File: config.mk
export PLATFORM = sky130hd
export DESIGN_NAME = writeback_sequencer
export DESIGN_NICKNAME = d
export VERILOG_FILES = /design/src/rtl/writeback_sequencer.sv
export SDC_FILE = /design/constraint.sdc
export NUM_CORES = 1
export LEC_CHECK = 0
export BUFFER_PORTS_ARGS = -buffer_cell sky130_fd_sc_hd__buf_2
export CAP_MARGIN = 15
export CORE_MARGIN = 4
export CORE_UTILIZATION = 44
export CTS_CLUSTER_SIZE = 40
export DETAILED_ROUTE_END_ITERATION = 16
export PLACE_DENSITY = 0.72
export SYNTH_ARGS = -nofsm -noshare
export SYNTH_HDL_FRONTEND = slang
export SYNTH_SLANG_ARGS = --single-unit
File: constraint.sdc
create_clock -name clk -period 2.62 [get_ports clk]
set_input_delay 0.131 -clock clk [delete_from_list [all_inputs] [get_ports clk]]
set_output_delay 0.131 -clock clk [all_outputs]
set_load 0.1 [all_outputs]
File: src/rtl/writeback_sequencer.sv
// Write-back sequencer: turns one accepted ALU/multiplier result into register
// write cycles for the register-file write decoder. A narrow result takes one
// write cycle. A wide result takes two: the low word goes to dest, then the
// high word goes to dest+1, with the address wrapping modulo 2**ADDR_WIDTH.
//
// Ports:
//   clk, reset          clock; synchronous active-high reset
//   in_valid/in_ready   result handshake (in_ready depends only on state and wide_q)
//   in_dest/in_wide     destination register and wide-result flag
//   in_data             result, 2*DATA_WIDTH bits (low half only when narrow)
//   Addr/we/wdata       registered write-decoder address, enable and data
//   busy                high whenever the sequencer is not idle
module writeback_sequencer #(
    parameter int unsigned DATA_WIDTH = 32,
    parameter int unsigned ADDR_WIDTH = 3
) (
    input  logic                    clk,
    input  logic                    reset,
    input  logic                    in_valid,
    output logic                    in_ready,
    input  logic [ADDR_WIDTH-1:0]   in_dest,
    input  logic                    in_wide,
    input  logic [2*DATA_WIDTH-1:0] in_data,
    output logic [ADDR_WIDTH-1:0]   Addr,
    output logic                    we,
    output logic [DATA_WIDTH-1:0]   wdata,
    output logic                    busy
);

    localparam int unsigned DW = DATA_WIDTH;
    localparam int unsigned AW = ADDR_WIDTH;

    typedef enum logic [1:0] {
        IDLE  = 2'd0,
        WR_LO = 2'd1,
        WR_HI = 2'd2
    } state_e;

    state_e          state_q, state_d;
    logic [AW-1:0]   dest_q,  dest_d;
    logic            wide_q,  wide_d;
    logic [2*DW-1:0] data_q,  data_d;
    logic [AW-1:0]   addr_q,  addr_d;
    logic            we_q,    we_d;
    logic [DW-1:0]   wdata_q, wdata_d;
    logic            xfer;
    logic            load;

    // Only the low-word cycle of a wide result refuses new input.
    always_comb begin
        in_ready = 1'b0;
        if (!reset) begin
            in_ready = !((state_q == WR_LO) && wide_q);
        end
    end

    assign xfer = in_valid && in_ready;

    // Next-state and registered-output computation; outputs are set up one
    // cycle ahead so that we/Addr/wdata line up with the state they belong to.
    always_comb begin
        state_d = state_q;
        dest_d  = dest_q;
        wide_d  = wide_q;
        data_d  = data_q;
        addr_d  = addr_q;
        we_d    = 1'b0;
        wdata_d = wdata_q;
        load    = 1'b0;

        unique case (state_q)
            IDLE: begin
                if (xfer) begin
                    load = 1'b1;
                end
            end
            WR_LO: begin
                if (wide_q) begin
                    state_d = WR_HI;
                    we_d    = 1'b1;
                    addr_d  = AW'(dest_q + 1'b1);
                    wdata_d = data_q[2*DW-1:DW];
                end else if (xfer) begin
                    load = 1'b1;
                end else begin
                    state_d = IDLE;
                end
            end
            WR_HI: begin
                if (xfer) begin
                    load = 1'b1;
                end else begin
                    state_d = IDLE;
                end
            end
            default: begin
                state_d = IDLE;
            end
        endcase

        // A new result starts with its low-word write on the next cycle.
        if (load) begin
            state_d = WR_LO;
            dest_d  = in_dest;
            wide_d  = in_wide;
            data_d  = in_data;
            addr_d  = in_dest;
            we_d    = 1'b1;
            wdata_d = in_data[DW-1:0];
        end
    end

    // State and output registers.
    always_ff @(posedge clk) begin
        if (reset) begin
            state_q <= IDLE;
            dest_q  <= '0;
            wide_q  <= 1'b0;
            data_q  <= '0;
            addr_q  <= '0;
            we_q    <= 1'b0;
            wdata_q <= '0;
        end else begin
            state_q <= state_d;
            dest_q  <= dest_d;
            wide_q  <= wide_d;
            data_q  <= data_d;
            addr_q  <= addr_d;
            we_q    <= we_d;
            wdata_q <= wdata_d;
        end
    end

    assign Addr  = addr_q;
    assign we    = we_q;
    assign wdata = wdata_q;
    assign busy  = (state_q != IDLE);

endmodule

==> parameters.txt <==
Parameter                              Value

Power and ir drop
  Switching power share of the total    between 30 and 40%
  Leakage component of the power    roughly 0.0020 uW
  Internal Dissipation    between 1500 and 2000 uW
  Part of the power in combinational logic    around a quarter
  Reported net switching power    957 uW
  Sequential Power Share    44.4%
  Peak supply drop    356 uV
  Power density cells    676 nW/um2
  Portion of total power attributed to the clock network    between 30% and 40%

Logic synthesis
  Average footprint of a synthesized cell    ~9 um2
  Cell taking the most area after synthesis    sky130_fd_sc_hd__dfxtp_1
  Most used flip-flop cell after synthesis    sky130_fd_sc_hd__dfxtp_1
  Synth Net Count    between 400 and 500
  Synth cell count leaders    109 x sky130_fd_sc_hd__nand2_1, 74 x sky130_fd_sc_hd__dfxtp_1, 38 x sky130_fd_sc_hd__a21oi_1
  Number of standard cells after synthesis    344
  Post-Synthesis Cell Area    between 3000 and 4000 um2
  Fraction of post-synthesis cell area in the top cell type by area    about half
  Yosys warning count    0
  Most instantiated library cell after synthesis    sky130_fd_sc_hd__nand2_1
  Sequential fraction of the synthesis area    about half
  Post-synthesis async set-or-reset flop share    0%
  Number of enable flip-flop cells after synthesis    0
  Number of different library cells in the post-synthesis netlist    23
  Leading cell types by total area after synthesis    sky130_fd_sc_hd__dfxtp_1 49%, sky130_fd_sc_hd__nand2_1 13%, sky130_fd_sc_hd__mux2i_1 11%
  Flops & latches, synth    74

Layout
  Net count of the finished layout    550
  Antenna diodes    0
  Non-filler cells, final    555
  Share of cells above drive strength 1    a little over a quarter
  Layout-stage area growth over the synthesis result    36.2%

Clocking
  Post-cts gate resize count    0
  Number of buffers inserted during clock tree synthesis    9
  Number of buffers inserted by hold repair at cts    33
  Clock root buffer master    sky130_fd_sc_hd__clkbuf_8
  TritonCTS clock tree    built
  CTS Sinks    74
  H-tree depth    3
  Deepest clock path buffer count    2
  Postcts setup bufs    0
  Later-pin clock latency in the skew report    ~340 ps
  Clk pin slew, worst setup/hold paths    roughly 70 ps

Floorplanning
  Row Count    29
  Die area    between 8000 and 9000 um2
  Starting Density    46.4%
  Horizontal die dimension    ~91 um
  Vertical die dimension    91.0 um
  Core region area    between 6000 and 7000 um2
  Number of top-level pins    ~110

Global routing
  Tot GR Track Use    18.0%
  Initial antenna violation count    0
  Pin count of the biggest net entering global routing    90
  Total congestion overflow after global routing    0
  Global-route wire length before repair    between 10 and 15 mm
  Number of global-route vias before repair    2834

Critical path
  CP max FO    89
  Critical path data required time    2880 ps
  Kind of end point of the critical path    flip-flop
  Path type of the worst setup path    flip-flop to flip-flop
  Data arrival time of the critical path    2380 ps
  CP Launch Point    state_q[1]
  Nature of the critical path startpoint    flip-flop
  Launching point of the worst reg2reg path    state_q[1]

Timing
  Max_slew headroom    approximately half
  Final Setup Violations    0
  Total Negative Setup Slacks    0 ps
  Transition time at the pin with the least slew margin    754 ps
  Final hold violations    0
  Setup Skew    between 5 and 6 ps
  Final period util    between 80% and 90%
  Maximum operating frequency    around 470 MHz
  Pins Over Slew Limit    0
  Final critical delay including setup and external delays    about 2100 ps
  Unrepaired setup endpoints after global routing    false

Detailed routing
  Total number of vias    2833
  Detailed router's first-iteration violation count    138
  Wire length after detailed routing    7.56 mm
  Number of routed nets with antenna violations    0
  First-pass DRT Iterations    4
  Remaining routing DRC violations    0
  Vias/cell    5.10
  WL/cell    approximately 14 um

Status
  Outcome    complete, no violations

Hold path
  Startpoint of the most critical hold path    in_dest[1]
  HP Class    input port to flip-flop

Place
  Quantity of I/O buffers inserted on ports    around 110
  Routability cong.    about 0.84
  Final HPWL from detailed placement    roughly 4.8 mm
  Count of placed standard cells including taps    around 500

Flow run
  Max capacitance violation total    0
[state kept, by name, indices dropped and copies added (netlist names)]
register and count:
state_q 2, wdata 32, data_q 32, Addr 3, we 1, wide_q 1, dest_q 3
[worst max-delay path, cell delays in order (launching register included)]
cell and delay, ps:
sky130_fd_sc_hd__dfxtp_1 380, sky130_fd_sc_hd__inv_1 80, sky130_fd_sc_hd__ha_1 220, sky130_fd_sc_hd__and2_1 320
sky130_fd_sc_hd__a2111oi_4 410, sky130_fd_sc_hd__buf_12 350, sky130_fd_sc_hd__nand2_1 90, sky130_fd_sc_hd__a21oi_1 140
[power by group through the flow]
stage,registers [uW],logic [uW],clock network [uW]
detailed placement,1270,649,0
CTS,1240,688,894
global route,1250,729,943
global placement,1260,644,0
floorplan,1590,185,0
finish,1240,687,865
[layout make-up]
type | count | area, um2
Inverter | 3 | 11.3
Clock buffer | 10 | 138
Multi-Input combinational cell | 240 | 1420
Timing Repair Buffer | 146 | 933
Clock inverter | 5 | 53.8
Fill cell | 589 | 2400
Tap cell | 77 | 96.3
Sequential cell | 74 | 1480
[cell families (layout without fill, tap and decap cells)]
kind of cell / count (synthesis) / count (layout) / synth area share (%)
compound gates: 78 / 78 / 17.1
xor+xnor: 1 / 1 / 0.289
fa+ha+maj: 5 / 5 / 2.06
buf+inv: 30 / 164 / 4.54
flops: 74 / 74 / 48.8
mux: 34 / 34 / 11.2
simple gates: 122 / 122 / 16.0
[layer usage]
metal	global-route usage, %	part of all wire, %
met1	21.1	44
met2	30.2	47
met3	5.62	7.6
met4	8.04	1.8
met5	0	0
[path summary, 6_finish.rpt]
kind                                   end  slack, ps  cells after the start
worst max-delay path            data_q[60]        500                      7
worst min-delay path             dest_q[1]          8                      3
worst max register to register  data_q[60]        500                      7
worst min register to register  data_q[42]        460                      2
[per-stage QoR]
| stage | total power (uW) | hold slack, ps | setup slack (ps) | cell area, um2 | utilization (%) |
|---|---|---|---|---|---|
| 6_report | 2790 | 8.29 | 501 | 4130 | 63.2 |
| 5_1_grt | 2920 | 6.69 | 264 | 4130 | 63.2 |
| 4_1_cts | 2820 | 3.20 | 493 | 4130 | 63.2 |
| 3_5_place_dp | 1920 | 330 | 520 | 3610 | 55.2 |
| 3_3_place_gp | 1910 | 324 | 571 | 3610 | 55.2 |
| 2_1_floorplan | 1780 | 230 | 285 | 3030 | - |
[layout by cell type, fill, tap and decap left out]
cell                            Yosys  layout
sky130_fd_sc_hd__a2111o_1           1       1
sky130_fd_sc_hd__a311oi_1           1       1
sky130_fd_sc_hd__ha_1               5       5
sky130_fd_sc_hd__nand2b_1           2       2
sky130_fd_sc_hd__mux2i_1           34      34
sky130_fd_sc_hd__nor2b_1            1       1
sky130_fd_sc_hd__clkbuf_8           0      10
sky130_fd_sc_hd__nand2_1          109     108
sky130_fd_sc_hd__o211a_1            1       1
sky130_fd_sc_hd__dfxtp_1           74      74
sky130_fd_sc_hd__a2111oi_4          1       1
sky130_fd_sc_hd__inv_1              3       3
sky130_fd_sc_hd__a21oi_1           38      38
sky130_fd_sc_hd__nand4_1            1       1
sky130_fd_sc_hd__buf_12             0       2
sky130_fd_sc_hd__clkinv_2           0       3
sky130_fd_sc_hd__buf_2              8     108
sky130_fd_sc_hd__a211oi_1           2       2
sky130_fd_sc_hd__dlygate4sd3_1      0      33
sky130_fd_sc_hd__nor4_1             1       1
sky130_fd_sc_hd__nor2_1             4       4
sky130_fd_sc_hd__nand3b_1           3       3
sky130_fd_sc_hd__xor2_1             1       1
sky130_fd_sc_hd__inv_6              0       1
sky130_fd_sc_hd__buf_4              4       3
sky130_fd_sc_hd__nand2_2            0       1
sky130_fd_sc_hd__o31ai_1           34      34
sky130_fd_sc_hd__bufinv_16          0       1
sky130_fd_sc_hd__and2_1             1       1
Note: power is estimated with default switching activity, not from simulation.
